[src/rtl/tiny_cpu_v2.sv]
// tiny_cpu_v2: parametrised accumulator CPU on one shared instruction/data bus with a ready handshake.
// Define TINY_CPU_V2_MULDIV_EN to build MULT/DIV; otherwise opcodes 8 and 9 behave as NOP.
module tiny_cpu_v2 #(
  parameter int addr_width = 8,
  parameter int data_width = 8
) (
  input  logic                  clk,
  input  logic                  rst,
  output logic                  read,
  output logic                  write,
  output logic [addr_width-1:0] addr,
  output logic [data_width-1:0] wdata,
  input  logic [data_width-1:0] rdata,
  input  logic                  ready,
  output logic                  halted,
  output logic [data_width-1:0] acc
);

  typedef enum logic [2:0] {S_FETCH, S_OPERAND, S_MEMRD, S_MEMWR, S_HALT} state_t;

  localparam logic [3:0] OP_MOVA  = 4'h1;
  localparam logic [3:0] OP_MOVB  = 4'h2;
  localparam logic [3:0] OP_MOVAM = 4'h3;
  localparam logic [3:0] OP_MOVBM = 4'h4;
  localparam logic [3:0] OP_MOVM  = 4'h5;
  localparam logic [3:0] OP_ADD   = 4'h6;
  localparam logic [3:0] OP_SUB   = 4'h7;
  localparam logic [3:0] OP_MULT  = 4'h8;
  localparam logic [3:0] OP_DIV   = 4'h9;
  localparam logic [3:0] OP_JMP   = 4'hA;
  localparam logic [3:0] OP_JZ    = 4'hB;
  localparam logic [3:0] OP_JC    = 4'hC;
  localparam logic [3:0] OP_HALT  = 4'hF;

  // Bits of the operand word that can reach the address; the rest is zero-extended.
  localparam int CW = (addr_width < data_width) ? addr_width : data_width;

  state_t                r_state, w_state_next;
  logic [addr_width-1:0] r_pc, w_pc_next;
  logic [data_width-1:0] r_a, w_a_next;
  logic [data_width-1:0] r_b, w_b_next;
  logic                  r_z, w_z_next;
  logic                  r_c, w_c_next;
  logic [3:0]            r_op, w_op_next;
  logic                  r_read, w_read_next;
  logic                  r_write, w_write_next;
  logic [addr_width-1:0] r_addr, w_addr_next;
  logic [data_width-1:0] r_wdata, w_wdata_next;
  logic                  r_halted, w_halted_next;

  logic [3:0]            w_fetch_op;
  logic [addr_width-1:0] w_pc_inc;
  logic [addr_width-1:0] w_op_addr;
  logic                  w_needs_operand;
  logic [data_width:0]   w_sum;
  logic                  w_alu_hit;
  logic [data_width-1:0] w_alu_a;
  logic                  w_alu_c;

  assign w_fetch_op      = rdata[3:0];
  assign w_pc_inc        = r_pc + addr_width'(1);
  assign w_op_addr       = addr_width'(rdata[CW-1:0]);
  assign w_needs_operand = ((w_fetch_op >= OP_MOVA) && (w_fetch_op <= OP_MOVM)) ||
                           ((w_fetch_op >= OP_JMP)  && (w_fetch_op <= OP_JC));
  assign w_sum           = {1'b0, r_a} + {1'b0, r_b};

`ifdef TINY_CPU_V2_MULDIV_EN
  logic [2*data_width-1:0] w_prod;
  assign w_prod = {{data_width{1'b0}}, r_a} * {{data_width{1'b0}}, r_b};
`endif

  // ALU result for the opcode arriving on rdata; only used on a completing fetch.
  always_comb begin
    w_alu_hit = 1'b1;
    w_alu_a   = r_a;
    w_alu_c   = r_c;
    case (w_fetch_op)
      OP_ADD: {w_alu_c, w_alu_a} = w_sum;
      OP_SUB: begin
        w_alu_a = r_a - r_b;
        w_alu_c = (r_a < r_b);
      end
`ifdef TINY_CPU_V2_MULDIV_EN
      OP_MULT: begin
        w_alu_a = w_prod[data_width-1:0];
        w_alu_c = |w_prod[2*data_width-1:data_width];
      end
      OP_DIV: begin
        if (r_b == '0) begin
          w_alu_a = '1;
          w_alu_c = 1'b1;
        end else begin
          w_alu_a = r_a / r_b;
          w_alu_c = 1'b0;
        end
      end
`endif
      default: w_alu_hit = 1'b0;
    endcase
  end

  always_comb begin
    // NOTE: every target is defaulted to its current value first, so no path infers a latch.
    w_state_next  = r_state;
    w_pc_next     = r_pc;
    w_a_next      = r_a;
    w_b_next      = r_b;
    w_z_next      = r_z;
    w_c_next      = r_c;
    w_op_next     = r_op;
    w_read_next   = r_read;
    w_write_next  = r_write;
    w_addr_next   = r_addr;
    w_wdata_next  = r_wdata;
    w_halted_next = r_halted;
    case (r_state)
      S_FETCH: begin
        if (!r_read) begin
          // First cycle out of reset: raise the fetch request.
          w_read_next = 1'b1;
          w_addr_next = r_pc;
        end else if (ready) begin
          w_pc_next = w_pc_inc;
          w_op_next = w_fetch_op;
          if (w_fetch_op == OP_HALT) begin
            w_state_next  = S_HALT;
            w_read_next   = 1'b0;
            w_halted_next = 1'b1;
          end else begin
            w_addr_next = w_pc_inc;
            if (w_needs_operand) begin
              w_state_next = S_OPERAND;
            end else if (w_alu_hit) begin
              w_a_next = w_alu_a;
              w_c_next = w_alu_c;
              w_z_next = (w_alu_a == '0);
            end
          end
        end
      end
      S_OPERAND: begin
        if (ready) begin
          w_state_next = S_FETCH;
          w_pc_next    = w_pc_inc;
          w_addr_next  = w_pc_inc;
          case (r_op)
            OP_MOVA: w_a_next = rdata;
            OP_MOVB: w_b_next = rdata;
            OP_MOVAM, OP_MOVBM: begin
              w_state_next = S_MEMRD;
              w_addr_next  = w_op_addr;
            end
            OP_MOVM: begin
              w_state_next = S_MEMWR;
              w_read_next  = 1'b0;
              w_write_next = 1'b1;
              w_addr_next  = w_op_addr;
              w_wdata_next = r_a;
            end
            OP_JMP: begin
              w_pc_next   = w_op_addr;
              w_addr_next = w_op_addr;
            end
            OP_JZ: begin
              if (r_z) begin
                w_pc_next   = w_op_addr;
                w_addr_next = w_op_addr;
              end
            end
            OP_JC: begin
              if (r_c) begin
                w_pc_next   = w_op_addr;
                w_addr_next = w_op_addr;
              end
            end
            default: ;
          endcase
        end
      end
      S_MEMRD: begin
        if (ready) begin
          w_state_next = S_FETCH;
          w_addr_next  = r_pc;
          if (r_op == OP_MOVAM) w_a_next = rdata;
          else                  w_b_next = rdata;
        end
      end
      S_MEMWR: begin
        if (ready) begin
          w_state_next = S_FETCH;
          w_write_next = 1'b0;
          w_wdata_next = '0;
          w_read_next  = 1'b1;
          w_addr_next  = r_pc;
        end
      end
      S_HALT:  ;
      default: w_state_next = S_FETCH;
    endcase
  end

  // NOTE: sequential state uses non-blocking assignments so all registers update from pre-edge values.
  always_ff @(posedge clk or posedge rst) begin
    if (rst) begin
      r_state  <= S_FETCH;
      r_pc     <= '0;
      r_a      <= '0;
      r_b      <= '0;
      r_z      <= 1'b0;
      r_c      <= 1'b0;
      r_op     <= '0;
      r_read   <= 1'b0;
      r_write  <= 1'b0;
      r_addr   <= '0;
      r_wdata  <= '0;
      r_halted <= 1'b0;
    end else begin
      r_state  <= w_state_next;
      r_pc     <= w_pc_next;
      r_a      <= w_a_next;
      r_b      <= w_b_next;
      r_z      <= w_z_next;
      r_c      <= w_c_next;
      r_op     <= w_op_next;
      r_read   <= w_read_next;
      r_write  <= w_write_next;
      r_addr   <= w_addr_next;
      r_wdata  <= w_wdata_next;
      r_halted <= w_halted_next;
    end
  end

  assign read   = r_read;
  assign write  = r_write;
  assign addr   = r_addr;
  assign wdata  = r_wdata;
  assign halted = r_halted;
  assign acc    = r_a;

endmodule
[config.mk]
export PLATFORM = sky130hd
export DESIGN_NAME = tiny_cpu_v2
export DESIGN_NICKNAME = d
export VERILOG_FILES = /design/src/rtl/tiny_cpu_v2.sv
export SDC_FILE = /design/constraint.sdc
export NUM_CORES = 1
export LEC_CHECK = 0
export BUFFER_PORTS_ARGS = -buffer_cell sky130_fd_sc_hd__buf_2
export CELL_PAD_IN_SITES_DETAIL_PLACEMENT = 0
export CELL_PAD_IN_SITES_GLOBAL_PLACEMENT = 2
export CORE_ASPECT_RATIO = 0.9
export CORE_MARGIN = 2
export CORE_UTILIZATION = 36
export CTS_CLUSTER_DIAMETER = 60
export DETAILED_ROUTE_END_ITERATION = 10
export PLACE_DENSITY = 0.84
export SKIP_CTS_REPAIR_TIMING = 1
export SLEW_MARGIN = 20
export SYNTH_ARGS = -nofsm -noshare
export SYNTH_HDL_FRONTEND = slang
export SYNTH_SLANG_ARGS = --single-unit
[constraint.sdc]
create_clock -name clk -period 2.67 [get_ports clk]
set_input_delay 0.1335 -clock clk [delete_from_list [all_inputs] [get_ports clk]]
set_output_delay 0.1335 -clock clk [all_outputs]
set_load 0.01 [all_outputs]
==> summary.txt <==
Final worst path period need: 2.51 ns
Top cells by area, synth: dfrtp_1, ha_1, a21oi_1, nand2_1, o21ai_0
Hold Crit Endpoint: r_b[7]$_DFFE_PP0P_
Syn Area/Cell: 8.35 µm²
Async S/R FF share, synth: 100%
H-tree Lvls: 2
Clock-pin slew on the worst setup and hold paths: 0.08 ns
Buffers & Inverters on Critical Path: 2
Syn_nets: 492
Core ar.: 10300 µm²
N_diodes: 0
Power Dens Cells: 1310 nW/µm²
Maximum VDD drop: 0.361 mV
Clock buffers created by TritonCTS: 5
Data required time of the critical path: 2.89 ns
Critical path's slowest cell: a2111o_1
Setup Skew: 0.00524 ns
Critical-path cell list: inv_1 > ha_1 > inv_1 > fa_2 > and2_1 > or3_1 > a2111o_1 > nor4_2 > o31ai_1 > o31ai_2
Crit Path Category: flip-flop to flip-flop
Largest net degree at the start of global routing: 25
Setup slack after layout: 0.158 ns
Vias in the first global route: 3342
Crit end category: flip-flop
Largest area contributor in the netlist: dfrtp_1
Antenna Nets Post-Route: 0
Worst Max-Slew Pin Slew: 0.834 ns
Area growth from synthesis to layout: 13.1%
Unrepaired setup endpoints after global routing: false
Final TNS setup: 0 ns
# fillers: 1077
CP delay by family, top: compound AO/OA/AOI/OAI gates
Outcome: complete, but fails checks
Drt total wl: 10900 µm
Port bufs: 37
Clk_lat worst skew: 0.30 ns
Main synth FF type: dfrtp_1
Die Span X: 113 µm
FF/Latch Area: 1300 µm²
Tot Pwr: 0.00569 W
Failing checks: DRC
Die height: 102 µm
Max-cap violation count: 0
R2R setup slack: 0.16 ns
Min-delay src: rdata[7]
Area of the multi-input gates: 2330 µm²
Nets@finish: 525
Final Hold Fails: 0
Setup WS pre-CTS: 0.109 ns
Final Max Tran Viols: 0
Via count: 3537
CP max FO: 5
Via density: 5.67
Clk root buf: clkbuf_16
Initial Util: 37.3%
Routed wire per std cell: 17.5 µm
CP arrival: 2.73 ns
Share of cells above drive strength 1: 18.0%
CTS tree: built
Hold Crit Depth: 2
GRT overflow: 0
Post-DP HPWL: 8110 µm
Most frequent cell after synthesis: nand2_1
Maximum clock rate: 398 MHz
Global Route Usage Sum: 19.8%
Worst R2R Path Depth: 10
Max stage delay on crit path: 0.43 ns
First-pass GRT wire length: 17900 µm
Largest buffer count on any clock path: 2
Yosys cell types: 72
Final Cycle Share: 94.1%
Worst reg2reg path startpoint: acc[0]$_DFFE_PP0P_
Synth top area share: 33.8%
Crit path launch type: flip-flop
RR Endpoint: r_z$_DFFE_PP0P_
Leakage: 1.91 nW
Die ar.: 11500 µm²
Post-synth top cells: nand2_1, dfrtp_1, a21oi_1, o21ai_0, nor2_1
Synth warn: 0
Cell area after synthesis: 3850 µm²
Drt pass-1 iters: 8
Clk sink count: 52
Initial antenna violation count: 0
Starting DRT DRC Count: 252
Slew headroom: 44.4%
Residual DRC count: 3
Final setup fails: 0
Cells after Synth: 461
Final Util: 42.1%
Routability cong.: 0.859
Post-synth EDFFs: 0
Most frequent CP cell: inv_1
Sequential element share of the synthesized area: 33.8%
Hold/Removal Path Class: input port to flip-flop
Worst Hold Margin: 0.147 ns
Ports: 38
Yosys reg bits: 52
Placement Rows: 35
state kept, by name (all words and copies together), names as in the netlist:
name     cells
acc          8
addr         8
halted       1
r_b          8
r_c          1
r_op         4
r_pc         8
r_state      3
r_z          1
read         1
wdata        8
write        1
layer usage:
layer  wire length [µm]  vias to the layer above  track usage, %
li1                   -                     1749               -
met1               5680                     1688            30.0
met2               4510                       93            30.0
met3                624                        7            2.67
met4                 94                        0            4.50
met5                  0                        -               0
worst max path at each step:
stage,startpoint,endpoint,depth (start not counted),slack [ns]
3_3_place_gp,acc[0]$_DFFE_PP0P_,r_z$_DFFE_PP0P_,10,0.17
2_1_floorplan,acc[0]$_DFFE_PP0P_,r_z$_DFFE_PP0P_,10,0.22
4_1_cts,acc[0]$_DFFE_PP0P_,r_z$_DFFE_PP0P_,10,0.08
3_5_place_dp,acc[0]$_DFFE_PP0P_,r_z$_DFFE_PP0P_,10,0.11
6_report,acc[0]$_DFFE_PP0P_,r_z$_DFFE_PP0P_,10,0.16
5_1_grt,acc[0]$_DFFE_PP0P_,r_z$_DFFE_PP0P_,10,0.04
through the flow:
| step | cells | instance area, µm² |
|---|---|---|
| final | 624 | 4350 |
| after global placement | 614 | 4180 |
| after detailed placement | 614 | 4180 |
| after floorplan | 461 | 3850 |
| after global routing | 624 | 4350 |
| after CTS | 622 | 4330 |
placed cells by master, fill, tap and decap left out, types with 3 or more instances in the layout:
master | netlist | routed
nand2_1 | 56 | 56
dfrtp_1 | 52 | 52
a21oi_1 | 44 | 44
o21ai_0 | 38 | 38
buf_2 | 13 | 37
nor2_1 | 32 | 32
buf_4 | 3 | 19
ha_1 | 18 | 18
inv_1 | 17 | 16
nand2b_1 | 14 | 14
mux2_2 | 11 | 11
nor2b_1 | 10 | 10
a31oi_1 | 10 | 10
nand3_1 | 9 | 9
mux2i_1 | 6 | 6
a41oi_1 | 6 | 6
and3_1 | 5 | 5
xnor2_1 | 5 | 5
clkbuf_16 | 0 | 5
nor3_1 | 4 | 4
and2_1 | 4 | 4
nand4_1 | 4 | 4
o22ai_1 | 4 | 4
o21ai_1 | 4 | 4
or3_1 | 4 | 4
o31ai_1 | 4 | 4
o221ai_1 | 4 | 4
a32oi_1 | 3 | 3
a311oi_1 | 3 | 3
a211o_1 | 3 | 3
nor4_1 | 3 | 3
o21a_1 | 3 | 3
o22a_1 | 3 | 3
area by class of cell:
| type | count | share of cell area [%] |
|---|---|---|
| Sequential cell | 52 | 29.9 |
| Tap cell | 129 | 3.71 |
| Timing Repair Buffer | 57 | 7.76 |
| Multi-Input combinational cell | 360 | 53.6 |
| Clock inverter | 3 | 0.632 |
| Clock buffer | 5 | 2.87 |
| Inverter | 18 | 1.55 |
report_power, final:
group | total, W | internal (W) | switching, W
registers | 0.00162 | 0.00115 | 0.000465
clock network | 0.000692 | 0.000357 | 0.000335
logic | 0.00338 | 0.00144 | 0.00194
total | 0.00569 | 0.00295 | 0.00274
cell families after synthesis:
| kind of cell | count (synthesis) | share of synthesized area [%] |
|---|---|---|
| AOI/OAI and AO/OA | 155 | 26.1 |
| adders and majority gates | 20 | 6.89 |
| xor gates and xnor gates | 5 | 1.14 |
| and+or+nand+nor | 163 | 21.6 |
| DFF | 52 | 33.8 |
| buffers and inverters | 49 | 5.69 |
| muxes | 17 | 4.78 |
No activity file was read; power rests on OpenSTA's default activity.
